File: src/rtl/bp_cacc_csr_frontend.sv
// bp_cacc_csr_frontend
// Register-mapped control frontend for the coherent accelerator tile. It accepts
// uncached I/O commands from the tile's I/O CCE and decodes them into a small
// 64-bit CSR file. It returns one I/O response per command and drives the
// start/done handshake of the dot-product engine.
//
// CSR map (addr[7:3]):
//   0x00 A_PTR RW   0x08 B_PTR RW   0x10 LENGTH RW   0x18 RES_PTR RW
//   0x20 START WO   0x28 STATUS     0x30 RESULT RO
//
// STATUS bits: bit0 busy (RO), bit1 done (W1C), bit2 err (W1C, optional).
//
// Optional build macro: BP_CACC_CSR_UNMAPPED_ERR_EN
//   If defined, unmapped or misaligned accesses return all-ones data and set
//   the sticky STATUS.err bit.
//   If undefined, unmapped reads return 0, unmapped writes are dropped and
//   STATUS.err reads 0.
module bp_cacc_csr_frontend #(
   parameter int paddr_width_p   = 40,
   parameter int data_width_p    = 64,
   parameter int len_width_p     = 16,
   parameter int payload_width_p = 32
) (
   input  logic                       clk_i,
   input  logic                       reset_n_i,

   input  logic                       io_cmd_wr_i,
   input  logic [paddr_width_p-1:0]   io_cmd_addr_i,
   input  logic [1:0]                 io_cmd_size_i,
   input  logic [payload_width_p-1:0] io_cmd_payload_i,
   input  logic [data_width_p-1:0]    io_cmd_data_i,
   input  logic                       io_cmd_v_i,
   output logic                       io_cmd_ready_and_o,

   output logic                       io_resp_wr_o,
   output logic [paddr_width_p-1:0]   io_resp_addr_o,
   output logic [1:0]                 io_resp_size_o,
   output logic [payload_width_p-1:0] io_resp_payload_o,
   output logic [data_width_p-1:0]    io_resp_data_o,
   output logic                       io_resp_v_o,
   input  logic                       io_resp_ready_and_i,

   output logic                       start_o,
   output logic [paddr_width_p-1:0]   a_ptr_o,
   output logic [paddr_width_p-1:0]   b_ptr_o,
   output logic [paddr_width_p-1:0]   res_ptr_o,
   output logic [len_width_p-1:0]     len_o,
   input  logic                       done_i,
   input  logic [data_width_p-1:0]    result_i
);

`ifdef BP_CACC_CSR_UNMAPPED_ERR_EN
   localparam logic err_en = 1'b1;
`else
   localparam logic err_en = 1'b0;
`endif

   localparam logic [0:0] st_idle = 1'b0;
   localparam logic [0:0] st_resp = 1'b1;

   localparam logic [4:0] off_a      = 5'h00;
   localparam logic [4:0] off_b      = 5'h01;
   localparam logic [4:0] off_len    = 5'h02;
   localparam logic [4:0] off_res    = 5'h03;
   localparam logic [4:0] off_start  = 5'h04;
   localparam logic [4:0] off_status = 5'h05;
   localparam logic [4:0] off_result = 5'h06;

   // The access must start on a multiple of its own size.
   function automatic logic is_aligned(input logic [1:0] size, input logic [2:0] lane);
      logic ok;
      case (size)
         2'd0:    ok = 1'b1;
         2'd1:    ok = ~lane[0];
         2'd2:    ok = (lane[1:0] == 2'b00);
         default: ok = (lane == 3'b000);
      endcase
      return ok;
   endfunction

   // One enable bit per byte lane that the access touches.
   function automatic logic [7:0] byte_en(input logic [1:0] size, input logic [2:0] lane);
      logic [7:0] base;
      case (size)
         2'd0:    base = 8'h01;
         2'd1:    base = 8'h03;
         2'd2:    base = 8'h0F;
         default: base = 8'hFF;
      endcase
      return base << lane;
   endfunction

   // Expand the byte enables to a bit mask.
   function automatic logic [data_width_p-1:0] bit_en(input logic [7:0] be);
      logic [data_width_p-1:0] m;
      m = '0;
      for (int i = 0; i < 8; i++) begin
         m[8*i +: 8] = {8{be[i]}};
      end
      return m;
   endfunction

   // Merge lane-shifted write data into a CSR under the bit mask.
   function automatic logic [data_width_p-1:0] merge(input logic [data_width_p-1:0] old_v,
                                                      input logic [data_width_p-1:0] wd,
                                                      input logic [data_width_p-1:0] wm);
      return (old_v & ~wm) | (wd & wm);
   endfunction

   logic [0:0]                 state_r;
   logic [data_width_p-1:0]    a_ptr_r;
   logic [data_width_p-1:0]    b_ptr_r;
   logic [data_width_p-1:0]    len_r;
   logic [data_width_p-1:0]    res_ptr_r;
   logic [data_width_p-1:0]    result_r;
   logic                       busy_r;
   logic                       done_r;
   logic                       err_r;
   logic                       start_r;

   logic                       resp_wr_r;
   logic [paddr_width_p-1:0]   resp_addr_r;
   logic [1:0]                 resp_size_r;
   logic [payload_width_p-1:0] resp_payload_r;
   logic [data_width_p-1:0]    resp_data_r;

   logic                       accept;
   logic [4:0]                 cmd_off;
   logic [2:0]                 cmd_lane;
   logic                       cmd_mapped;
   logic [data_width_p-1:0]    wmask;
   logic [data_width_p-1:0]    wdata_sh;
   logic                       wr_ok;
   logic                       wr_cfg;
   logic                       start_req;
   logic                       len_nz;
   logic                       start_go;
   logic                       start_zero;
   logic                       done_evt;
   logic                       st_wr;
   logic                       clr_done;
   logic                       clr_err;
   logic                       bad_acc;
   logic [data_width_p-1:0]    status_w;
   logic [data_width_p-1:0]    csr_rd;
   logic [data_width_p-1:0]    resp_data_n;

   // Command decode: ready only in IDLE and never while reset is held.
   assign io_cmd_ready_and_o = (state_r == st_idle) & reset_n_i;
   assign accept     = io_cmd_v_i & io_cmd_ready_and_o;
   assign cmd_off    = io_cmd_addr_i[7:3];
   assign cmd_lane   = io_cmd_addr_i[2:0];
   assign cmd_mapped = is_aligned(io_cmd_size_i, cmd_lane) && (cmd_off <= off_result);
   assign wmask      = bit_en(byte_en(io_cmd_size_i, cmd_lane));
   assign wdata_sh   = io_cmd_data_i << {cmd_lane, 3'b000};

   assign wr_ok      = accept & io_cmd_wr_i & cmd_mapped;
   assign wr_cfg     = wr_ok & ~busy_r;
   assign bad_acc    = accept & ~cmd_mapped;

   // A START write only counts when it actually writes a 1 into bit 0.
   assign start_req  = wr_ok & (cmd_off == off_start) & wmask[0] & wdata_sh[0] & ~busy_r;
   assign len_nz     = |len_r[len_width_p-1:0];
   assign start_go   = start_req & len_nz;
   assign start_zero = start_req & ~len_nz;
   assign done_evt   = done_i & busy_r;

   assign st_wr      = wr_ok & (cmd_off == off_status);
   assign clr_done   = st_wr & wmask[1] & wdata_sh[1];
   assign clr_err    = st_wr & wmask[2] & wdata_sh[2];

   assign status_w   = {{(data_width_p-3){1'b0}}, err_r, done_r, busy_r};

   // CSR read mux, selected by the command offset.
   always_comb begin
      csr_rd = '0;
      case (cmd_off)
         off_a:      csr_rd = a_ptr_r;
         off_b:      csr_rd = b_ptr_r;
         off_len:    csr_rd = len_r;
         off_res:    csr_rd = res_ptr_r;
         off_status: csr_rd = status_w;
         off_result: csr_rd = result_r;
         default:    csr_rd = '0;
      endcase
   end

   // Response data: shifted/masked read, zero for writes, error pattern when unmapped.
   always_comb begin
      resp_data_n = '0;
      if (!cmd_mapped) begin
         resp_data_n = err_en ? '1 : '0;
      end else if (!io_cmd_wr_i) begin
         resp_data_n = (csr_rd >> {cmd_lane, 3'b000}) & bit_en(byte_en(io_cmd_size_i, 3'd0));
      end
   end

   // IDLE/RESP handshake FSM and the registered response fields.
   always_ff @(posedge clk_i or negedge reset_n_i) begin
      if (!reset_n_i) begin
         state_r        <= st_idle;
         resp_wr_r      <= 1'b0;
         resp_addr_r    <= '0;
         resp_size_r    <= '0;
         resp_payload_r <= '0;
         resp_data_r    <= '0;
      end else begin
         case (state_r)
            st_idle: begin
               if (accept) begin
                  state_r        <= st_resp;
                  resp_wr_r      <= io_cmd_wr_i;
                  resp_addr_r    <= io_cmd_addr_i;
                  resp_size_r    <= io_cmd_size_i;
                  resp_payload_r <= io_cmd_payload_i;
                  resp_data_r    <= resp_data_n;
               end
            end
            default: begin
               if (io_resp_ready_and_i) begin
                  state_r <= st_idle;
               end
            end
         endcase
      end
   end

   // Engine configuration CSRs; frozen while the engine is busy.
   always_ff @(posedge clk_i or negedge reset_n_i) begin
      if (!reset_n_i) begin
         a_ptr_r   <= '0;
         b_ptr_r   <= '0;
         len_r     <= '0;
         res_ptr_r <= '0;
      end else if (wr_cfg) begin
         case (cmd_off)
            off_a:   a_ptr_r   <= merge(a_ptr_r, wdata_sh, wmask);
            off_b:   b_ptr_r   <= merge(b_ptr_r, wdata_sh, wmask);
            off_len: len_r     <= merge(len_r, wdata_sh, wmask);
            off_res: res_ptr_r <= merge(res_ptr_r, wdata_sh, wmask);
            default: ;
         endcase
      end
   end

   // Engine control: busy/done/err status, result capture and the start pulse.
   always_ff @(posedge clk_i or negedge reset_n_i) begin
      if (!reset_n_i) begin
         busy_r   <= 1'b0;
         done_r   <= 1'b0;
         err_r    <= 1'b0;
         result_r <= '0;
         start_r  <= 1'b0;
      end else begin
         start_r <= start_go;

         if (done_evt) begin
            busy_r <= 1'b0;
         end else if (start_go) begin
            busy_r <= 1'b1;
         end

         // Engine completion wins over a same-cycle W1C.
         if (done_evt || start_zero) begin
            done_r <= 1'b1;
         end else if (start_go || clr_done) begin
            done_r <= 1'b0;
         end

         if (done_evt) begin
            result_r <= result_i;
         end else if (start_zero) begin
            result_r <= '0;
         end

         if (err_en && bad_acc) begin
            err_r <= 1'b1;
         end else if (clr_err) begin
            err_r <= 1'b0;
         end
      end
   end

   assign io_resp_v_o       = (state_r == st_resp);
   assign io_resp_wr_o      = resp_wr_r;
   assign io_resp_addr_o    = resp_addr_r;
   assign io_resp_size_o    = resp_size_r;
   assign io_resp_payload_o = resp_payload_r;
   assign io_resp_data_o    = resp_data_r;

   assign start_o   = start_r;
   assign a_ptr_o   = a_ptr_r[paddr_width_p-1:0];
   assign b_ptr_o   = b_ptr_r[paddr_width_p-1:0];
   assign res_ptr_o = res_ptr_r[paddr_width_p-1:0];
   assign len_o     = len_r[len_width_p-1:0];

endmodule

File: config.mk
export PLATFORM = sky130hd
export DESIGN_NAME = bp_cacc_csr_frontend
export DESIGN_NICKNAME = d
export VERILOG_FILES = /design/src/rtl/bp_cacc_csr_frontend.sv
export SDC_FILE = /design/constraint.sdc
export NUM_CORES = 1
export LEC_CHECK = 0
export CAP_MARGIN = 20
export CORE_MARGIN = 5
export CORE_UTILIZATION = 35
export DETAILED_ROUTE_END_ITERATION = 7
export PLACE_DENSITY = 0.68
export SYNTH_ARGS = -nofsm -noshare
export SYNTH_HDL_FRONTEND = slang
export SYNTH_SLANG_ARGS = --single-unit
export TNS_END_PERCENT = 100
File: constraint.sdc
create_clock -name clk_i -period 2.8 [get_ports clk_i]
set_input_delay 0.84 -clock clk_i [delete_from_list [all_inputs] [get_ports clk_i]]
set_output_delay 0.84 -clock clk_i [all_outputs]
set_load 0.01 [all_outputs]
# Yosys cells after proc, flatten, opt, wreduce, memory -nomap -nowiden
# Index checks and enable logic that the tools add are counted.
[totals] register_bits=463 input_bits=208 output_inout_bits=278 wordCells=88
[op_classes] n_lt_le_gt_ge=1 eq_ne=8 n_shift=3 mux=16 n_bitwise=30 n_reduce_logical=16
[ops] op="bitwise AND 64 bit" n=6
[ops] op="case mux 64 bit (6 select lines)" n=1
[ops] op="2-to-1 mux 64 bit" n=4
[ops] op="OR 64 bit" n=4
[ops] op="inverter 64 bit" n=1
[ops] op="left shift 64 x 6 -> 64 bit" n=1
[ops] op=">> shifter 64 x 6 -> 64 bit" n=1
[ops] op="case mux 8 bit (3 select lines)" n=1
[ops] op="2-to-1 mux 8 bit" n=2
[ops] op="OR reduction 16 bit" n=1
[ops] op="bitwise AND 1 bit" n=15
[ops] op="equality test 5 x 3 -> 1 bit (second input constant)" n=3
[ops] op="equality test 5 x 2 -> 1 bit (second input constant)" n=2
[ops] op="AND reduction 2 bit" n=5
[ops] op="left shift 8 x 3 -> 8 bit" n=1
[ops] op="2-to-1 mux 1 bit" n=7
[ops] op="nonzero test 2 bit" n=3
[ops] op="equality test 5 x 1 -> 1 bit (second input constant)" n=1
[ops] op="<= comparator 5 x 3 -> 1 bit (second input constant)" n=1
[ops] op="zero test 5 bit" n=1
[ops] op="zero test 2 bit" n=2
[ops] op="inverter 1 bit" n=4
[ops] op="zero test 3 bit" n=1
[ops] op="case mux 1 bit (3 select lines)" n=1
[ops] op="other kinds (4)" n=5

# Longest topological paths before layout
# Gate-level depths: netlist (run 1).
[logic_depth] word_depth=13 mapped_depth=10 depth_no_buf=6

# Worst setup path before layout (run 1)
# OpenSTA, ideal clock, no wires.
[synth_path] path_type="input port to flip-flop" start="input io_cmd_addr_i[0]" end="register (tool-made name)" setup_time_ns=0.128 t_arrival_ns=2.650 t_required_ns=2.672 setup_slack_ns=0.022 stages=5 path_buffers=2 cell_sequence="buf_2 -> buf_1 -> mux4_2 -> mux2_2 -> mux2_1"
[synth_rtl] element="start, declared" line="28" text="input logic [paddr_width_p-1:0] io_cmd_addr_i,"

# Final worst setup path (run 1)
[layout_path] start="input io_cmd_addr_i[3]" end="register resp_data_r[6], in the netlist io_resp_data_o[6]"
[layout_via] elab_chain_len=6 elab_cells_between_ends=13 cone_classes="1 x order compare; 5 x eq/ne; 1 x shift; 3 x mux; 1 x bitwise; 2 x reduce/logical"
[layout_lines] element="equality test 5 x 3 -> 1 bit (tied with other cells)" line="177" text="case (cmd_off)"
[layout_lines] element="case mux 64 bit (6 select lines)" line="177"
[layout_lines] element=">> shifter 64 x 6 -> 64 bit" line="194" text="resp_data_n = (csr_rd >> {cmd_lane, 3'b000}) & bit_en(byte_en(io_cmd_size_i, 3'd0));"
[layout_lines] element="bitwise AND 64 bit" line="194"
[layout_lines] element="2-to-1 mux 64 bit" line="193" text="end else if (!io_cmd_wr_i) begin"
[layout_lines] element="2-to-1 mux 64 bit *" line="191" text="if (!cmd_mapped) begin"
[layout_lines] element="end signal, assigned" line="216" text="resp_data_r <= resp_data_n;"
[layout_lines] element="end, declared" line="125" text="logic [data_width_p-1:0] resp_data_r;"
# Every way passes the cells marked *; elsewhere a longest branch is shown, timed or not.
# A chain may end at the register's enable or synchronous reset.

==> flow_metrics.py, run 1 <==
metrics = {
    "setup_path": {
        "path_class": "input port to register",
        "startpoint_type": "input port",
        "crit_top_cell": "buf_4",
        "cp_max_fo": 14,
        "slowest_delay_ps": 310,
        "crit_buf_inv": 6,
        "required_ps": 3290,
        "crit_chain": "buf_4 > buf_4 > buf_4 > mux2i_1 > buf_4 > o22ai_1 > a21oi_1 > buf_4 > a222oi_1 > buf_4 > a221o_1",
        "r2r_slack_ps": 450,
        "cp.arrival_ps": 3160,
        "end_kind": "register",
        "timing.rr.start": "io_resp_v_o$_DFF_PN0_",
        "cp_slowest_cell": "buf_4",
        "cpLargestDelayFamily": "buffers and inverters",
        "ff2ff_path_depth": 9,
    },
    "synthesis": {
        "syn_avg_cell_area_um2": 12.0,
        "yosys-top-cells-area": "dfrtp_1 (50%), mux2_2 (16%), mux2i_1 (4.8%)",
        "synth_most_common_cell": "dfrtp_1",
        "synth.cell_area_um2": 23400,
        "synth_ff_type": "dfrtp_1",
        "yosys.area.top_type_share": 0.495,
        "yosys_register_bits": 463,
        "synth_nets": 2156,
        "yosysUniqueCellTypes": 73,
        "synth_cells": 1948,
        "synth_top_area_cell": "dfrtp_1",
        "synth_enable_flop_cells": 0,
        "async_reset_ff_frac": 1.00,
        "ys_warn_count": 0,
        "synthTopCellsByCount": "dfrtp_1 (463), mux2_2 (325), buf_4 (148)",
        "yosysSeqAreaShare": 0.495,
    },
    "status": {
        "status": "finished clean",
    },
    "drt": {
        "drt_iter0_drc": 1831,
        "via_per_inst": 5.53,
        "wire_per_inst_um": 27.9,
        "firstDrtPassIters": 5,
        "drc": 0,
        "ant_nets": 0,
        "drt_wl_total_mm": 96.6,
        "vias": 19200,
    },
    "final_layout": {
        "fin_cells": 3465,
        "finalNetCount": 2764,
        "fin_area_um2": 32700,
        "syn_to_final_growth_pct": 39.7,
        "drive_above_1_share": 0.322,
    },
    "pwr": {
        "total_power_mw": 17.4,
        "intPower_mw": 12.9,
        "p_leak_nw": 14.8,
        "power_frac_comb": 0.154,
        "pwr-share-seq": 0.418,
        "clkPwrFrac": 0.428,
        "netSwitchingFraction": 0.261,
        "p_per_area_nw_per_um2": 534,
        "irDropWorstVdd_v": 0.000502,
        "switching_power_mw": 4.55,
    },
    "sta": {
        "min_period_ps": 2670,
        "max_freq_mhz": 374,
        "max-slew-margin-rel": 0.360,
        "min_period_over_period": 0.955,
        "setup_viol": 0,
        "holdWs_ps": 454,
        "finalSetupTns_ps": 0,
        "hold_violations": 0,
        "rsz0062_at_grt": "no",
        "tightest_slew_ps": 961,
        "fin_skew_ps": 30.7,
        "finalMaxSlewViolations": 0,
    },
    "worst_hold_path": {
        "hp-class": "input port to asynchronous set/reset pin",
    },
    "cts": {
        "worstSkewPairLatency_ps": 620,
        "clkSlewWorstSetupHoldPaths_ps": 60,
        "cts-root-buf": "clkbuf_16",
        "numCtsBuffers": 54,
        "clockBufferDepth": 3,
        "htree_levels": 2,
        "cts_tree": "yes",
        "clock-sinks": 463,
    },
    "global_route": {
        "track_usage": 0.260,
        "grt_overflow": 0,
        "antenna_found_initial": 2,
        "grt_pass1_wl_mm": 139,
        "grt_max_degree": 182,
        "grt_pass1_vias": 20100,
    },
    "die": {
        "chipHeight_um": 269,
        "die_area_um2": 72100,
        "pin_count": 486,
        "num_rows": 94,
        "core_area_um2": 66000,
        "die_x_um": 269,
        "initial_core_util": 0.355,
    },
    "placement": {
        "io_buffer_count": 485,
        "placed_area_um2": 30600,
        "dp_hpwl_mm": 75.8,
        "gp_congestion": 0.949,
        "dp.cells": 3357,
    },
    "run": {
        "max_cap_viol_count": 0,
    },
}
## worst max-delay path by stage
| stage | slack (ps) | cells after the start | startpoint | endpoint |
|---|---|---|---|---|
| detailed placement | -870 | 11 | io_cmd_addr_i[6] | io_resp_data_o[1]$_DFFE_PN0P_ |
| floorplan | 20 | 5 | io_cmd_addr_i[0] | register |
| global route | 70 | 12 | io_cmd_addr_i[7] | io_resp_data_o[16]$_DFFE_PN0P_ |
| CTS | 8 | 11 | io_cmd_addr_i[5] | io_resp_data_o[5]$_DFFE_PN0P_ |
| finish | 130 | 11 | io_cmd_addr_i[3] | io_resp_data_o[6]$_DFFE_PN0P_ |
| global placement | -860 | 11 | io_cmd_addr_i[6] | io_resp_data_o[1]$_DFFE_PN0P_ |
## cell type report
class	instances	area, µm²
timing repair buffer	809	7780
antenna	1	2.50
fill	5782	33300
clock buffer	74	1560
clock inverter	26	330
tap	864	1080
multi-input combinational	1220	10300
sequential	463	11600
inverter	8	30.0
## power by group through the flow
stage,Sequential (mW),Clock [mW],Combinational (mW)
finish,7.28,7.47,2.69
floorplan,7.43,0,0.898
global placement,7.38,0,2.64
global route,7.32,7.86,2.86
detailed placement,7.39,0,2.67
CTS,7.28,7.59,2.70
## metal layers
metal | wire [µm] | vias to the layer above | GRT usage
li1 | - | 8309 | -
met1 | 39100 | 9737 | 0.341
met2 | 46300 | 958 | 0.433
met3 | 8190 | 157 | 0.0628
met4 | 2990 | 2 | 0.0741
met5 | 13 | - | 0
## what timing repair did
action	CTS	global route
gates resized for setup	22	16
pin swaps	4	7
buffers inserted	2	4
endpoints found under the setup margin	26	58
hold buffers	0	0
cloned	0	1
## cell families after synthesis
group	after synthesis	synth area share
buffers and inverters	265	0.0697
AND/OR/NAND/NOR	333	0.0703
XOR/XNOR	1	0.000374
AO/OA/AOI/OAI	407	0.121
flip-flops	463	0.495
multiplexers	479	0.243
## worst register-to-register path, stage by stage (launching register included)
cell and delay, ps:
dfrtp_1 410, nand3b_1 300, nor3_1 240, buf_4 140, o211ai_2 70, buf_4 200, buf_12 160, nor3_4 220
buf_12 160, mux2_2 340
## layout by cell type (no fill, tap or decap), drive strengths merged, types with 14 or more instances in the layout
master,instances
clkdlybuf4s50,474
dfrtp,463
buf,329
mux2,327
nor2,122
mux2i,113
nand2,106
a21oi,102
clkbuf,75
a22o,74
o21ai,56
mux4,39
a22oi,34
o22ai,34
a211oi,27
nor3,18
nand3,17
o211ai,14
## through the flow
stage	util	worst slack [ps]
final	0.495	127
after global routing	0.495	72.2
after CTS	0.493	7.57
after detailed placement	0.463	-875
after global placement	0.463	-864
after floorplan	-	22.2
Note: power is estimated with default switching activity, not from simulation.
==> run 2: changes to the inputs <==
--- a/config.mk
+++ b/config.mk
@@ -7,9 +7,10 @@
 export LEC_CHECK = 0
 export CAP_MARGIN = 20
 export CORE_MARGIN = 5
-export CORE_UTILIZATION = 35
+export CORE_UTILIZATION = 50
+export CTS_CLUSTER_SIZE = 14
 export DETAILED_ROUTE_END_ITERATION = 7
-export PLACE_DENSITY = 0.68
+export PLACE_DENSITY = 0.88
 export SYNTH_ARGS = -nofsm -noshare
 export SYNTH_HDL_FRONTEND = slang
 export SYNTH_SLANG_ARGS = --single-unit
==> flow_metrics.py, run 2 (synthesized netlist as in run 1, its figures left out) <==
metrics = {
    "drt": {
        "vias": 19500,
        "ant_nets": 0,
        "via_per_inst": 6.15,
        "drc": 0,
        "wire_per_inst_um": 27.7,
        "drt_iter0_drc": 2075,
        "drt_wl_total_mm": 88.2,
        "firstDrtPassIters": 6,
    },
    "sta": {
        "fin_skew_ps": 18.0,
        "hold_violations": 0,
        "min_period_over_period": 0.991,
        "max-slew-margin-rel": 0.283,
        "holdWs_ps": 355,
        "tightest_slew_ps": 1080,
        "finalMaxSlewViolations": 0,
        "setup_viol": 0,
        "min_period_ps": 2770,
        "rsz0062_at_grt": "yes",
        "max_freq_mhz": 361,
        "finalSetupTns_ps": 0,
    },
    "run": {
        "max_cap_viol_count": 0,
    },
    "cts": {
        "worstSkewPairLatency_ps": 600,
        "cts_tree": "yes",
        "clkSlewWorstSetupHoldPaths_ps": 60,
        "clock-sinks": 463,
        "cts-root-buf": "clkbuf_16",
        "clockBufferDepth": 3,
        "htree_levels": 2,
        "numCtsBuffers": 48,
    },
    "pwr": {
        "irDropWorstVdd_v": 0.000579,
        "pwr-share-seq": 0.446,
        "power_frac_comb": 0.161,
        "netSwitchingFraction": 0.259,
        "p_leak_nw": 14.5,
        "intPower_mw": 12.1,
        "p_per_area_nw_per_um2": 513,
        "total_power_mw": 16.3,
        "clkPwrFrac": 0.393,
        "switching_power_mw": 4.22,
    },
    "global_route": {
        "grt_pass1_vias": 19800,
        "grt_max_degree": 199,
        "grt_overflow": 0,
        "grt_pass1_wl_mm": 130,
        "antenna_found_initial": 3,
        "track_usage": 0.338,
    },
    "status": {
        "status": "finished clean",
    },
    "worst_hold_path": {
        "hp-class": "input port to asynchronous set/reset pin",
    },
    "die": {
        "initial_core_util": 0.504,
        "chipHeight_um": 226,
        "core_area_um2": 46500,
        "pin_count": 486,
        "die_area_um2": 51200,
        "num_rows": 79,
        "die_x_um": 226,
    },
    "final_layout": {
        "layout_commonest_cell": "clkdlybuf4s50_1",
        "mostFrequentLayoutCells": "clkdlybuf4s50_1 (478), dfrtp_1 (463), mux2_2 (323)",
        "syn_to_final_growth_pct": 35.8,
        "finalNetCount": 2741,
        "drive_above_1_share": 0.312,
        "fin_util": 0.684,
        "fillers": 3298,
    },
    "placement": {
        "dp_hpwl_mm": 69.0,
        "gp_congestion": 1.02,
        "io_buffer_count": 485,
    },
    "setup_path": {
        "slowest_delay_ps": 570,
        "cp.arrival_ps": 3230,
        "path_class": "input port to register",
        "end_kind": "register",
        "cp_slowest_cell": "a222oi_1",
        "required_ps": 3260,
        "crit_chain": "clkdlybuf4s50_1 > buf_12 > buf_4 > or3_1 > nor2_1 > buf_4 > a222oi_1 > mux2i_1 > o21bai_1 > o211ai_1",
        "crit_top_cell": "buf_4",
        "r2r_slack_ps": 340,
        "cp_max_fo": 12,
        "startpoint_type": "input port",
    },
}
## run 2: cell count changes in the layout (fill, tap and decap cells not counted), moves of 3 or more
| cell | before | now |
|---|---|---|
| inv_6 | 5 | 1 |
| clkbuf_8 | 13 | 8 |
| clkbuf_1 | 7 | 15 |
| clkdlybuf4s50_1 | 474 | 478 |
| dlymetal6s2s_1 | 4 | 0 |
| buf_12 | 37 | 31 |
| bufinv_16 | 6 | 3 |
| clkinvlp_4 | 4 | 1 |
| buf_4 | 284 | 275 |
| clkbuf_16 | 55 | 48 |
## run 2: timing repair
action,CTS,global route
cloned,0,1
resized for setup,3,25
pin swaps,0,5
buffers inserted,0,1
endpoints found under the setup margin,319,163
endpoints found under the hold margin,0,0
hold buffers,0,0
## run 2: final cells by class
cell class	instances	area (µm²)	area share
Antenna cell	2	5.00	0.000157
Clock buffer	71	1370	0.0430
Clock inverter	16	188	0.00591
Inverter	8	30.0	0.000945
Multi-Input combinational cell	1220	10300	0.324
Sequential cell	463	11600	0.365
Tap cell	607	759	0.0239
Timing Repair Buffer	792	7540	0.237
## run 2: path summary, 6_finish.rpt
path | startpoint | endpoint | depth (start not counted)
setup / recovery | io_cmd_addr_i[5] | io_resp_data_o[19]$_DFFE_PN0P_ | 10
hold / removal | reset_n_i | io_resp_v_o$_DFF_PN0_ | 2
setup reg to reg | io_resp_v_o$_DFF_PN0_ | result_r[3]$_DFFE_PN0P_ | 8
hold reg to reg | io_resp_data_o[48]$_DFFE_PN0P_ | io_resp_data_o[48]$_DFFE_PN0P_ | 2
max in group asynchronous | reset_n_i | asynchronous set/reset pin | 3
min in group clk_i | io_resp_data_o[48]$_DFFE_PN0P_ | io_resp_data_o[48]$_DFFE_PN0P_ | 2
## run 2: per-layer routing
layer  part of all wire  wire [µm]  vias up  GRT usage
met5            0.00015         13        -          0
met4              0.051       4460        2      0.142
met3              0.089       7880      236     0.0711
met1               0.39      34000     9890      0.447
met2               0.47      41800     1163      0.547
li1                   -          -     8255          -
## run 2: power groups by stage
stage	sequential (mW)	combinational (mW)	clock, mW
after CTS	7.27	2.61	6.46
after global placement	7.36	2.53	0
after floorplan	7.43	0.898	0
after detailed placement	7.38	2.59	0
final	7.27	2.62	6.41
after global routing	7.30	2.77	6.73
## run 2: metrics by stage
step	cell area, µm²	worst slack (ps)	std cells
after floorplan	23400	22.2	1948
after global placement	30100	-687	3088
after detailed placement	30100	-771	3088
after CTS	31700	1.88	3175
after global routing	31800	-10.2	3178
final	31800	26.6	3179
## run 2: critical path: cells and delay by family
| family | cells | cell delay, ps |
|---|---|---|
| buffers and inverters | 4 | 960 |
| AO/OA/AOI/OAI | 3 | 950 |
| AND/OR/NAND/NOR | 2 | 280 |
| multiplexers | 1 | 180 |
